## src/rtl/frame_buffer_read_arbiter.sv

```systemverilog
// Shares the frame-buffer BRAM read port between pattern-finder requesters.
// Round-robin arbitration with bounded locking; returned pixels are routed back by a grant tag.
module frame_buffer_read_arbiter #(
  parameter int unsigned N_REQ        = 2,
  parameter int unsigned ADDR_W       = 20,
  parameter int unsigned READ_LATENCY = 2,
  parameter int unsigned MAX_LOCK     = 64
) (
  input  logic                    clk_in,
  input  logic                    rst_in,
  input  logic [N_REQ-1:0]        req_in,
  input  logic [N_REQ-1:0]        lock_in,
  input  logic [N_REQ*ADDR_W-1:0] addr_in,
  output logic [N_REQ-1:0]        gnt_out,
  output logic                    rdata_out,
  output logic [N_REQ-1:0]        rvalid_out,
  output logic [ADDR_W-1:0]       bram_addr_out,
  output logic                    bram_en_out,
  input  logic                    bram_data_in
);

  localparam int unsigned IdxW = $clog2(N_REQ);
  localparam int unsigned CntW = $clog2(MAX_LOCK + 1);
  localparam logic [IdxW:0]      NReqW  = (IdxW + 1)'(N_REQ);
  localparam logic [IdxW-1:0]    LastIdx = IdxW'(N_REQ - 1);
  localparam logic [CntW-1:0]    CntMax = CntW'(MAX_LOCK);
  localparam logic [N_REQ-1:0]   Lsb    = {{(N_REQ - 1){1'b0}}, 1'b1};

  logic [IdxW-1:0]    start_q, start_d;
  logic               lock_valid_q, lock_valid_d;
  logic [IdxW-1:0]    lock_owner_q, lock_owner_d;
  logic [CntW-1:0]    lock_cnt_q, lock_cnt_d;
  logic [ADDR_W-1:0]  bram_addr_q, bram_addr_d;
  logic               bram_en_q, bram_en_d;
  logic               rdata_q, rdata_d;
  logic [N_REQ-1:0]   tag_q [READ_LATENCY+1];
  logic [N_REQ-1:0]   tag_d [READ_LATENCY+1];

  logic [N_REQ-1:0]   req_eff, req_rr, owner_oh, gnt;
  logic [IdxW-1:0]    gnt_idx;
  logic [IdxW:0]      rr_sum;
  logic               rr_found, lock_expired, lock_ok, others_wait;

  // Grant selection: an unexpired lock wins, otherwise round-robin from start_q.
  always_comb begin
    req_eff      = rst_in ? '0 : req_in;
    owner_oh     = Lsb << lock_owner_q;
    lock_expired = (lock_cnt_q >= CntMax);
    lock_ok      = lock_valid_q && !lock_expired && |(req_eff & owner_oh);
    req_rr       = req_eff;
    // An expired owner sits out one arbitration round if anyone else is waiting.
    if (lock_valid_q && lock_expired && |(req_eff & ~owner_oh)) begin
      req_rr = req_eff & ~owner_oh;
    end
    gnt      = '0;
    gnt_idx  = '0;
    rr_sum   = '0;
    rr_found = 1'b0;
    if (lock_ok) begin
      gnt     = owner_oh;
      gnt_idx = lock_owner_q;
    end else begin
      for (int k = 0; k < int'(N_REQ); k++) begin
        rr_sum = {1'b0, start_q} + (IdxW + 1)'(k);
        if (rr_sum >= NReqW) begin
          rr_sum = rr_sum - NReqW;
        end
        if (!rr_found && req_rr[rr_sum[IdxW-1:0]]) begin
          rr_found = 1'b1;
          gnt_idx  = rr_sum[IdxW-1:0];
        end
      end
      if (rr_found) begin
        gnt = Lsb << gnt_idx;
      end
    end
  end

  always_comb begin
    others_wait = |(req_eff & ~gnt);
    bram_en_d   = |gnt;
    bram_addr_d = bram_addr_q;
    for (int i = 0; i < int'(N_REQ); i++) begin
      if (gnt[i]) begin
        bram_addr_d = addr_in[i*ADDR_W +: ADDR_W];
      end
    end

    tag_d[0] = gnt;
    for (int k = 1; k <= int'(READ_LATENCY); k++) begin
      tag_d[k] = tag_q[k-1];
    end
    rdata_d = bram_data_in;

    start_d = start_q;
    if (|gnt) begin
      start_d = (gnt_idx == LastIdx) ? '0 : gnt_idx + 1'b1;
    end

    lock_valid_d = 1'b0;
    lock_owner_d = '0;
    lock_cnt_d   = '0;
    if (|gnt && lock_in[gnt_idx]) begin
      lock_valid_d = 1'b1;
      lock_owner_d = gnt_idx;
      // Only grants made while someone else waits count towards expiry.
      if (others_wait) begin
        lock_cnt_d = (lock_valid_q && lock_owner_q == gnt_idx) ? lock_cnt_q + 1'b1 : CntW'(1);
      end
    end
  end

  always_ff @(posedge clk_in) begin
    if (rst_in) begin
      start_q      <= '0;
      lock_valid_q <= 1'b0;
      lock_owner_q <= '0;
      lock_cnt_q   <= '0;
      bram_addr_q  <= '0;
      bram_en_q    <= 1'b0;
      rdata_q      <= 1'b0;
      for (int k = 0; k <= int'(READ_LATENCY); k++) begin
        tag_q[k] <= '0;
      end
    end else begin
      start_q      <= start_d;
      lock_valid_q <= lock_valid_d;
      lock_owner_q <= lock_owner_d;
      lock_cnt_q   <= lock_cnt_d;
      bram_addr_q  <= bram_addr_d;
      bram_en_q    <= bram_en_d;
      rdata_q      <= rdata_d;
      for (int k = 0; k <= int'(READ_LATENCY); k++) begin
        tag_q[k] <= tag_d[k];
      end
    end
  end

  assign gnt_out       = gnt;
  assign rvalid_out    = tag_q[READ_LATENCY];
  assign rdata_out     = rdata_q;
  assign bram_addr_out = bram_addr_q;
  assign bram_en_out   = bram_en_q;

endmodule
```

## config.mk

```make
export PLATFORM = sky130hd
export DESIGN_NAME = frame_buffer_read_arbiter
export DESIGN_NICKNAME = d
export VERILOG_FILES = /design/src/rtl/frame_buffer_read_arbiter.sv
export SDC_FILE = /design/constraint.sdc
export NUM_CORES = 1
export LEC_CHECK = 0
export ABC_AREA = 1
export BUFFER_PORTS_ARGS = -buffer_cell sky130_fd_sc_hd__buf_2
export CAP_MARGIN = 20
export CORE_ASPECT_RATIO = 0.75
export CORE_MARGIN = 2
export CORE_UTILIZATION = 43
export DETAILED_ROUTE_END_ITERATION = 7
export PLACE_DENSITY = 0.74
export RECOVER_POWER = 25
export SYNTH_ARGS = -nofsm -noshare
export SYNTH_HDL_FRONTEND = slang
export SYNTH_SLANG_ARGS = --single-unit
```

## constraint.sdc

```tcl
create_clock -name clk_in -period 2 [get_ports clk_in]
set_input_delay 0.3 -clock clk_in [delete_from_list [all_inputs] [get_ports clk_in]]
set_output_delay 0.3 -clock clk_in [all_outputs]
set_load 0.02 [all_outputs]
```

# Yosys cells after proc, flatten, opt, wreduce, memory -nomap -nowiden
# Memories as Yosys holds them, arrays and structs flattened.
# Index checks and enable logic that the tools add are counted.
[op_classes] addsub=5 n_lt_le_gt_ge=6 n_eq_ne=1 shifts=2 muxes=33 bitwise_logic=11 reduce_logical=17
[op_table] cell="$mux 20" n=2
[op_table] cell="$mux 1" n=24
[op_table] cell="$mux 2" n=7
[op_table] cell="$reduce_or 2->1" n=5
[op_table] cell="$add 7x1->7 const B" n=1
[op_table] cell="$ge 7x7->1 const B" n=1
[op_table] cell="$logic_and 1x1->1" n=7
[op_table] cell="$and 2x2->2" n=3
[op_table] cell="$lt 1x2->1 const B" n=3
[op_table] cell="$not 2->2" n=2
[op_table] cell="$reduce_or 4->1" n=1
[op_table] cell="$shl 1x1->2 const A" n=2
[op_table] cell="$not 1->1" n=3
[op_table] cell="$or 1x1->1" n=3
[op_table] cell="$reduce_or 3->1" n=1
[op_table] cell="$add 1x1->2 const B" n=1
[op_table] cell="$ge 1x2->1 const B" n=1
[op_table] cell="$ge 2x2->1 const B" n=1
[op_table] cell="$logic_not 1->1" n=2
[op_table] cell="$reduce_bool 2->1" n=1
[op_table] cell="$sub 1x1->1 const B" n=2
[op_table] cell="$add 1x1->1 const B" n=1
[op_table] cell="$eq 1x1->1" n=1
[totals] regBits=32 ram_bits=6 inputBits=47 out_inout_bits=26 n_memories=1
[mem_list] name="tag_q" depth=3 width=2 read_ports=3 rd_clocked_by_memory_dff=0 wr=3 line_no="36" rtl="logic [N_REQ-1:0] tag_q [READ_LATENCY+1];"

# Longest topological paths before layout
# Gate-level depths: netlist of the first run.
[logic_depth] word_depth=22 depth_mapped=14 depth_no_buf=12

# Least setup slack after synthesis of the first run
# OpenSTA, ideal clock, no wires.
[synth_path] path_kind="in2out" from="input rst_in" to="output gnt_out[1]" arrival_ps=1358 slack_ps=342 stages=8 path_buffers=3 path_cell_list="buf_6 -> o21ai_0 -> nand3_2 -> nand3_2 -> nand2_2 -> inv_2 -> buf_2 -> buf_4"
[synth_rtl] item="from (decl)" line_no="10" rtl="input logic rst_in,"
[synth_rtl] item="to (decl)" line_no="14" rtl="output logic [N_REQ-1:0] gnt_out,"

# Final worst setup path of the first run
[layout_path] from="register lock_valid_q" to="output gnt_out[1]"
[layout_between] elab_chain_cells=14
[layout_rtl] item="from (decl)" line_no="30" rtl="logic lock_valid_q, lock_valid_d;"
[layout_rtl] item="from (signal assigned)" line_no="127" rtl="lock_valid_q <= lock_valid_d;"
[layout_rtl] item="$logic_and 1x1->1 (2 in series)" line_no="52" rtl="if (lock_valid_q && lock_expired && |(req_eff & ~owner_oh)) begin"
[layout_rtl] item="$mux 2" line_no="52"
[layout_rtl] item="$mux 1 (implied by the code) (2 in series)" line_no="68" rtl="if (!rr_found && req_rr[rr_sum[IdxW-1:0]]) begin"
[layout_rtl] item="$mux 1" line_no="68"
[layout_rtl] item="$mux 1" line_no="59" rtl="if (lock_ok) begin"
[layout_rtl] item="$logic_not 1->1" line_no="68"
[layout_rtl] item="$logic_and 1x1->1" line_no="68"
[layout_rtl] item="$mux 1" line_no="68"
[layout_rtl] item="$mux 1" line_no="59"
[layout_rtl] item="$shl 1x1->2" line_no="74" rtl="gnt = Lsb << gnt_idx;"
[layout_rtl] item="$mux 2" line_no="73" rtl="if (rr_found) begin"
[layout_rtl] item="$mux 2 *" line_no="59"
# Every way passes the cells marked *; elsewhere a longest branch is shown, timed or not. The select of a mux whose other input is x is not followed.

==> results of run 1 <==
[worst reg2reg max path, cell delays in order (launching register included)]
cell and delay, ps:
dfxtp_1 370, nand2_1 90, inv_1 90, nand3_2 100
nand2_2 90, nand2_2 80, nand3_2 80, nand2_2 100
buf_4 190, nand2_4 60, nand3_4 120, inv_2 90
nand2_1 50, nor2_1 80
[worst paths after layout]
kind,depth (start not counted),from,endpoint
hold reg to reg,2,tag_q[0][0],tag_q[0][2]
setup / recovery,9,lock_valid_q,gnt_out[1]
setup reg to reg,13,lock_valid_q,lock_cnt_q[0]
hold / removal,3,bram_data_in,rdata_out
[Yosys cell counts, drive strengths merged]
cell type | count | area, um2
nand3 | 32 | 192.7
xor2 | 3 | 26.28
nand4 | 3 | 18.77
ha | 1 | 12.51
o211ai | 1 | 7.510
nor2 | 29 | 135.1
nand3b | 1 | 7.510
dfxtp | 38 | 760.7
inv | 27 | 103.9
nand2 | 24 | 107.6
buf | 11 | 83.83
nor3b | 1 | 7.510
o21ai | 43 | 215.2
clkbuf | 2 | 7.510
nor3 | 6 | 60.06
xnor2 | 2 | 17.52
[stage by stage]
step	utilization, %	setup WS (ps)	power (W)	hold slack [ps]
after global routing	55.91	8.531	0.002630	219.1
after global placement	53.81	279.5	0.001947	393.6
final	55.91	150.5	0.002452	229.1
after detailed placement	53.81	233.6	0.001964	391.6
after floorplan	-	341.9	0.001676	388.3
after CTS	56.09	63.67	0.002488	224.0
[cell families (layout without fill, tap and decap cells)]
| logic type | Yosys count | after routing | share of synthesized area (%) |
|---|---|---|---|
| simple gates | 96 | 96 | 30.00 |
| compound gates | 44 | 44 | 12.62 |
| buf+inv | 40 | 114 | 11.06 |
| flops | 38 | 38 | 43.12 |
| xor+xnor | 5 | 5 | 2.483 |
| fa+ha+maj | 1 | 1 | 0.7091 |
[power by group]
| group | internal, W | leakage, nW | total [W] | switching, W |
|---|---|---|---|---|
| combinational | 0.000300 | 0.691 | 0.000895 | 0.000595 |
| sequential | 0.000945 | 0.317 | 0.00104 | 0.0000914 |
| clock | 0.000278 | 0.0482 | 0.000521 | 0.000243 |
| total | 0.00152 | 1.06 | 0.00245 | 0.000929 |
[registers in the layout, summed over array words and instances (netlist names)]
register,cells
lock_cnt_q,7
bram_en_out,1
tag_q,6
bram_addr_out,20
lock_valid_q,1
lock_owner_q,1
start_q,1
rdata_out,1
[metal layers]
layer  wire length, um  vias to the layer above  track usage (%)
li1                  -                      875                -
met1              1830                      752            21.90
met2              1640                       46            27.59
met3               219                        2            4.268
met4                14                        0            4.511
met5                 0                        -                0
[area by class of cell]
cell class	instances	area [um2]	area share, %
Sequential cell	38	763.2	34.10
Tap cell	55	68.82	3.074
Clock buffer	7	86.33	3.857
Clock inverter	1	5.005	0.2236
Multi-Input combinational cell	146	808.3	36.11
Inverter	27	106.4	4.751
Timing Repair Buffer	79	400.4	17.89
[layout by cell type, fill, tap and decap left out, types with 7 or more instances in the layout]
cell type and instances:
buf_2 62, buf_4 7, clkbuf_1 11, dfxtp_1 36
inv_1 24, nand2_1 19, nand3_1 27, nor2_1 26
o21ai_0 35, o21ai_1 8
==> reports/qor.csv, run 1 <==
metric,value,unit
status,finished clean,
Synth Cell Area,1764,um2
initial antenna violation count,0,
Crit-path slowest cell,dfxtp_1,
Crit Path Class,flip-flop to output pin,
"Distinct cells, synth",28,
"FF+latch count, synth",38,
first-pass GRT wire length,6127,um
post-detail-place hpwl,2818,um
startpoint types,flip-flop,
Die W,77.96,um
clock-pin slew on the worst setup and hold paths,70,ps
total routed wirelength,3704,um
wire per inst,10.49,um
post-CTS setup buffer count,0,
CP cell instances,nand2_1 -> inv_1 -> nand3_2 -> nand2_2 -> nand2_2 -> nand3_2 -> nand2_2 -> inv_4 -> buf_2,
Final Non-Filler Cells,353,
initial DRC count,64,
clk sinks,38,
DP Cell Count,345,
share of layout cells above drive strength 1,33.56,%
placed inst area,2155,um2
"most used cell, CP",nand2_2,
# hold bufs at CTS,0,
Die ar.,4636,um2
Vias,1675,
Ports,73,
syn avg cell area,7.876,um2
Leak,1.056,nW
die height,59.47,um
Slew HR,81.47,%
GRT overflow,0,
CP required,1700,ps
Finish-stage setup viols,0,
power per cell area,1096,nW/um2
total track usage,16.65,%
post-CTS sizing,0,
DRT antenna net count,0,
worst-margin pin slew,278.0,ps
Initial Util,44.06,%
Fin Clk Skew,5.987,ps
Post-Syn Nets,272,
Worst Setup End Kind,output pin,
clock buffer count from CTS,5,
R2R setup slack,350,ps
max_cap viols,0,
CTS H-tree depth,2,
max frequency,0.5407,GHz
sequential area share after synthesis,43.12,%
core region area,4004,um2
TritonRoute pass-1 iters,4,
fill cell count,421,
Setup TNS,0,ps
row cnt,20,
P&R area growth vs syn,26.88,%
Final Cycle Share,92.48,%
largest net degree at the start of global routing,25,
RSZ-0062 raised after global routing,false,
vias in the first global route,1433,
Fin. Hold Viols,0,
Synth Instances,224,
vias per inst,4.745,
CTS Root Cell,clkbuf_8,
arrival time worst endpoint,1550,ps
yosys warns,0,
clock buffer depth,2,
Port Buffers,72,
"Clk Latency, worst-skew pair",280,ps
Crit Path Max Fanout,8,
Final nets,345,
diode count,0,
# DRC,0,
"Design Area, Final",2238,um2
TritonCTS clock tree,yes,
"Largest delay share family, worst path",simple AND/OR/NAND/NOR gates,
max-slew violations,0,
gpl congestion,0.9104,
Crit path buffers/inverters,3,
peak per-stage delay on the critical path,370,ps
peak supply drop,0.6903,mV
Hold Crit Class,input pin to flip-flop,
Final min period,1850,ps
Power figures use the tool's default switching activity.
==> run 2: changes to the inputs <==
--- a/config.mk
+++ b/config.mk
@@ -11,6 +11,7 @@
 export CORE_ASPECT_RATIO = 0.75
 export CORE_MARGIN = 2
 export CORE_UTILIZATION = 43
+export CTS_BUF_LIST = sky130_fd_sc_hd__clkbuf_8 sky130_fd_sc_hd__clkbuf_16
 export DETAILED_ROUTE_END_ITERATION = 7
 export PLACE_DENSITY = 0.74
 export RECOVER_POWER = 25
==> run 2 against run 1 <==
Net effect:
- global-route usage is the same
- register-to-register slack about the same
- setup slack worse by 0.63 ps
- utilization unchanged
- wire length is the same
- total power is 0.19% lower
- clock power shrank 0.8%
- maximum frequency about the same
- critical endpoint unchanged
==> reports/qor.csv, run 2 (synthesis gave the netlist of run 1 again) <==
metric,value,unit,change
power share of the sequential group,42.3,%,was 42.2%
Crit Path Class,flip-flop to output pin,,unchanged
most frequent cells in the layout,"62 x buf_2, 36 x dfxtp_1, 35 x o21ai_0",,unchanged
Logic pwr share,36.6,%,was 36.5%
Fin. Hold Viols,0,,unchanged
hold path depth,3,,unchanged
clock buffer depth,2,,unchanged
"Clk Latency, worst-skew pair",280,ps,about the same
wire per inst,10.49,um,unchanged
Ports,73,,unchanged
Final Cycle Share,92.51,%,was 92.48%
RR Endpoint,lock_cnt_q[0],,unchanged
largest net degree at the start of global routing,25,,unchanged
diode count,0,,unchanged
CP required,1700,ps,about the same
worst-margin pin slew,278.0,ps,unchanged
peak supply drop,0.6909,mV,was 0.6903 mV
vias per inst,4.742,,was 4.745
clock-pin slew on the worst setup and hold paths,70,ps,about the same
final worst slack,149.9,ps,was 150.5 ps
Hold Crit Class,input pin to flip-flop,,unchanged
initial antenna violation count,0,,unchanged
share of layout cells above drive strength 1,33.56,%,unchanged
Setup TNS,0,ps,unchanged
clk sinks,38,,unchanged
first-pass GRT wire length,6127,um,unchanged
Crit Path Max Fanout,8,,unchanged
placed inst area,2155,um2,unchanged
switching share of power,37.99,%,was 37.90%
power per cell area,1094,nW/um2,was 1096 nW/um2
max frequency,0.5405,GHz,was 0.5407 GHz
max_cap viols,0,,unchanged
core region area,4004,um2,unchanged
die height,59.47,um,unchanged
proportion of power drawn by the clock network,21.1,%,was 21.3%
status,finished clean,,unchanged
# DRC,0,,unchanged
GRT overflow,0,,unchanged
RSZ-0062 raised after global routing,false,,unchanged
reg2reg start,lock_valid_q,,unchanged
max-slew violations,0,,unchanged
# hold bufs at CTS,0,,unchanged
startpoint types,flip-flop,,unchanged
Die ar.,4636,um2,unchanged
CTS H-tree depth,2,,unchanged
Net Sw Power,0.0009300,W,was 0.0009295 W
Final min period,1850,ps,about the same
row cnt,20,,unchanged
Worst Setup End Kind,output pin,,unchanged
Final nets,345,,unchanged
"commonest non-fill, non-tap cell in the layout",buf_2,,unchanged
vias in the first global route,1433,,unchanged
total routed wirelength,3704,um,unchanged
Initial Util,44.06,%,unchanged
TritonRoute pass-1 iters,4,,unchanged
Finish-stage setup viols,0,,unchanged
DP Worst Slack,233.6,ps,unchanged
P_int,0.001518,W,was 0.001523 W
initial DRC count,64,,unchanged
post-detail-place hpwl,2818,um,unchanged
arrival time worst endpoint,1550,ps,about the same
R2R setup slack,350,ps,about the same
R2R cell count,13,,unchanged
"Design Area, Final",2238,um2,unchanged
critical hold path startpoint,bram_data_in,,unchanged
Port Buffers,72,,unchanged
Slew HR,81.47,%,unchanged
post-CTS setup buffer count,0,,unchanged
gpl congestion,0.9104,,unchanged
post-CTS sizing,0,,unchanged
Fin Clk Skew,5.987,ps,about the same
Worst Hold Path EP,rdata_out,,unchanged
clock buffer count from CTS,5,,unchanged
TritonCTS clock tree,yes,,unchanged
DRT antenna net count,0,,unchanged
Leak,1.060,nW,was 1.056 nW
P&R area growth vs syn,26.88,%,unchanged
total track usage,16.65,%,unchanged
Pwr Total,0.002448,W,was 0.002452 W
CTS Root Cell,clkbuf_8,,unchanged
max reg flops,20,,unchanged
Vias,1674,,"was 1,675"
Die W,77.96,um,unchanged
## run 2: metal layers
layer / GRT usage, % / up-vias / share of wire [%]
li1: - / 875 / -
met1: 21.90 / 751 / 49
met2: 27.59 / 46 / 44
met3: 4.268 / 2 / 5.9
met4: 4.511 / 0 / 0.38
met5: 0 / - / 0
## run 2: per-stage QoR
stage,hold WS [ps],util (%),instances
after detailed placement,391.6,53.81,345
after floorplan,388.3,-,224
final,229.1,55.91,353
after global placement,393.6,53.81,345
after CTS,224.0,56.09,353
after global routing,219.1,55.91,353
## run 2: worst max-delay path by stage
stage                  start            end  slack, ps
2_1_floorplan         rst_in     gnt_out[1]        340
3_3_place_gp          rst_in  lock_cnt_q[0]        280
3_5_place_dp          rst_in  lock_cnt_q[0]        230
4_1_cts        lock_cnt_q[6]     gnt_out[1]         60
5_1_grt         lock_valid_q     gnt_out[1]          9
6_report        lock_valid_q     gnt_out[1]        150
## run 2: area by class of cell
class                   count  area, um2
well taps                  55      68.82
clock inverters             2      8.758
multi-input cells         146      808.3
clock buffers               6      82.58
inverters                  27      106.4
flip-flops and latches     38      763.2
repair buffers             79      400.4
fillers                   421       1765
## run 2: power by group through the flow
stage | Combinational [W] | Clock (W) | Sequential, W
CTS | 0.000916 | 0.000532 | 0.00103
finish | 0.000895 | 0.000517 | 0.00104
detailed placement | 0.000913 | 0 | 0.00105
global placement | 0.000901 | 0 | 0.00105
floorplan | 0.000435 | 0 | 0.00124
global route | 0.000993 | 0.000570 | 0.00106
## run 2: worst max-delay path, stage by stage, from the launching register on
cell     delay [ps]
dfxtp_1         370
nand2_1          90
inv_1            90
nand3_2         100
nand2_2          90
nand2_2          80
nand3_2          80
nand2_2         100
inv_4           110
buf_2           170
==> run 3: changes to the inputs <==
==> constraint.sdc (replaced) <==
create_clock -name clk_in -period 2 [get_ports clk_in]
set_input_delay 0.1 -clock clk_in [delete_from_list [all_inputs] [get_ports clk_in]]
set_output_delay 0.1 -clock clk_in [all_outputs]
set_load 0.02 [all_outputs]
==> run 3 against run 2 <==
Net effect:
- maximum frequency is 3.7% higher
- die area stayed put
- sequential cell count stayed put
- total power is 0.16% lower
- sequential share of layout area is 0.31 points higher
- setup slack better by 65 ps
- sequential power hardly changed
- non-clock buffer count is 3 lower
- clock skew hardly changed
==> reports/qor.csv, run 3 (synthesis gave the netlist of run 1 again) <==
metric,value,unit,change
M1 GR Usage,23.50,%,was 21.90%
status,finished clean,,unchanged
RR Endpoint,lock_cnt_q[0],,unchanged
Worst Hold Path EP,rdata_out,,unchanged
power per cell area,1105,nW/um2,was 1094 nW/um2
Crit Path Class,flip-flop to output pin,,unchanged
largest net degree at the start of global routing,28,,was 25
max frequency,0.5603,GHz,was 0.5405 GHz
total track usage,18.40,%,was 16.65%
"Design Area, Final",2211,um2,was 2238 um2
R2R cell count,12,,was 13
Fin. Hold Viols,0,,unchanged
DP Worst Slack,285.8,ps,was 233.6 ps
"Clk Latency, worst-skew pair",290,ps,was 280 ps
clk sinks,38,,unchanged
clock buffer depth,2,,unchanged
first-pass GRT wire length,6651,um,was 6127 um
Fin Clk Skew,6.038,ps,was 5.987 ps
GRT busiest layer,met2,,unchanged
TritonRoute pass-1 iters,4,,unchanged
max_cap viols,0,,unchanged
CTS Root Cell,clkbuf_8,,unchanged
initial DRC count,70,,was 64
Final Cycle Share,89.24,%,was 92.51%
peak supply drop,0.5344,mV,was 0.6909 mV
Setup TNS,0,ps,unchanged
clock buffer count from CTS,5,,unchanged
core region area,4004,um2,unchanged
post-CTS setup buffer count,0,,unchanged
Crit Path Max Fanout,18,,was 8
reg2reg start,lock_valid_q,,unchanged
final worst slack,215.2,ps,was 149.9 ps
critical hold path startpoint,bram_data_in,,unchanged
Finish-stage setup viols,0,,unchanged
vias in the first global route,1532,,"was 1,433"
Leak,1.039,nW,was 1.060 nW
"commonest non-fill, non-tap cell in the layout",buf_2,,unchanged
Worst Setup End Kind,output pin,,unchanged
Final nets,342,,was 345
final core utilization,55.22,%,was 55.91%
post-detail-place hpwl,2914,um,was 2818 um
P&R area growth vs syn,25.32,%,was 26.88%
Final min period,1785,ps,was 1850 ps
gpl congestion,0.8365,,was 0.9104
placed inst area,2132,um2,was 2155 um2
clock-pin slew on the worst setup and hold paths,70,ps,about the same
fill cell count,386,,was 421
GRT overflow,0,,unchanged
GRT met2 Usage,30.05,%,was 27.59%
R2R setup slack,230,ps,was 350 ps
Ports,73,,unchanged
Die W,77.96,um,unchanged
vias per inst,4.754,,was 4.742
hold path depth,3,,unchanged
# DRC,0,,unchanged
DRT antenna net count,0,,unchanged
share of layout cells above drive strength 1,31.53,%,was 33.56%
Port Buffers,72,,unchanged
initial antenna violation count,0,,unchanged
most frequent cells in the layout,"60 x buf_2, 38 x dfxtp_1, 35 x o21ai_0",,"was 62 x buf_2, 36 x dfxtp_1, 35 x o21ai_0"
Slew HR,50.33,%,was 81.47%
startpoint types,flip-flop,,unchanged
TritonCTS clock tree,yes,,unchanged
worst-margin pin slew,745.0,ps,was 278.0 ps
RSZ-0062 raised after global routing,false,,unchanged
max-slew violations,0,,unchanged
arrival time worst endpoint,1680,ps,was 1550 ps
row cnt,20,,unchanged
Final Non-Filler Cells,350,,was 353
Hold Crit Class,input pin to flip-flop,,unchanged
area of the multi-input gates,808.3,um2,unchanged
total routed wirelength,3938,um,was 3704 um
Die ar.,4636,um2,unchanged
Vias,1664,,"was 1,674"
max reg flops,20,,unchanged
CTS H-tree depth,2,,unchanged
DP Cell Count,342,,was 345
CP required,1900,ps,was 1700 ps
diode count,0,,unchanged
GR Util met3,4.878,%,was 4.268%
wire per inst,11.25,um,was 10.49 um
Initial Util,44.06,%,unchanged
register area,760.7,um2,was 763.2 um2
die height,59.47,um,unchanged
run 3: cell count changes in the layout (fill, tap and decap cells not counted), sizes merged:
cell    before  now
buf         69   64
clkbuf      16   18
run 3: layout make-up:
cell class	count	share of cell area, %
flip-flops and latches	38	34.41
clock inverters	2	0.3962
multi-input cells	146	36.56
clock buffers	6	3.735
well taps	55	3.113
repair buffers	76	16.98
inverters	27	4.810
run 3: worst max path at each step:
stage / startpoint / cells past startpoint / end
final: lock_valid_q / 9 / gnt_out[1]
after global routing: lock_cnt_q[6] / 12 / lock_cnt_q[0]
after detailed placement: lock_cnt_q[6] / 12 / lock_cnt_q[0]
after CTS: lock_owner_q / 7 / gnt_out[1]
after floorplan: lock_cnt_q[6] / 11 / start_q
after global placement: rst_in / 13 / lock_cnt_q[0]
run 3: routing by layer:
layer  vias up  wire [um]
li1        872          -
met1       730       1955
met2        54       1663
met3         8        259
met4         0         59
met5         -          0
run 3: through the flow:
step,total power (W),hold WS (ps)
global route,0.002614,43.77
finish,0.002444,12.69
CTS,0.002479,7.355
global placement,0.001930,303.6
floorplan,0.001676,207.0
detailed placement,0.001944,308.7
run 3: critical path, stage by stage, from the launching register on:
cell     delay, ps
dfxtp_1        380
nand2_1         90
inv_1           90
nand3_2        100
nand2_2        100
nand2_2         80
nand3_2         90
nand2_2         90
inv_4          180
buf_2          200
run 3: repair_timing:
| item | in CTS | in global routing |
|---|---|---|
| hold buffers | 0 | 0 |
| setup endpoints to repair | 0 | 1 |
| gates resized for setup | 0 | 2 |
run 3: report_power, final:
group | total, W | internal (W) | switching, W | leakage [nW]
Combinational | 0.000873 | 0.000279 | 0.000594 | 0.671
Sequential | 0.00104 | 0.000944 | 0.0000949 | 0.316
Clock | 0.000532 | 0.000273 | 0.000259 | 0.0524
Total | 0.00244 | 0.00150 | 0.000948 | 1.04
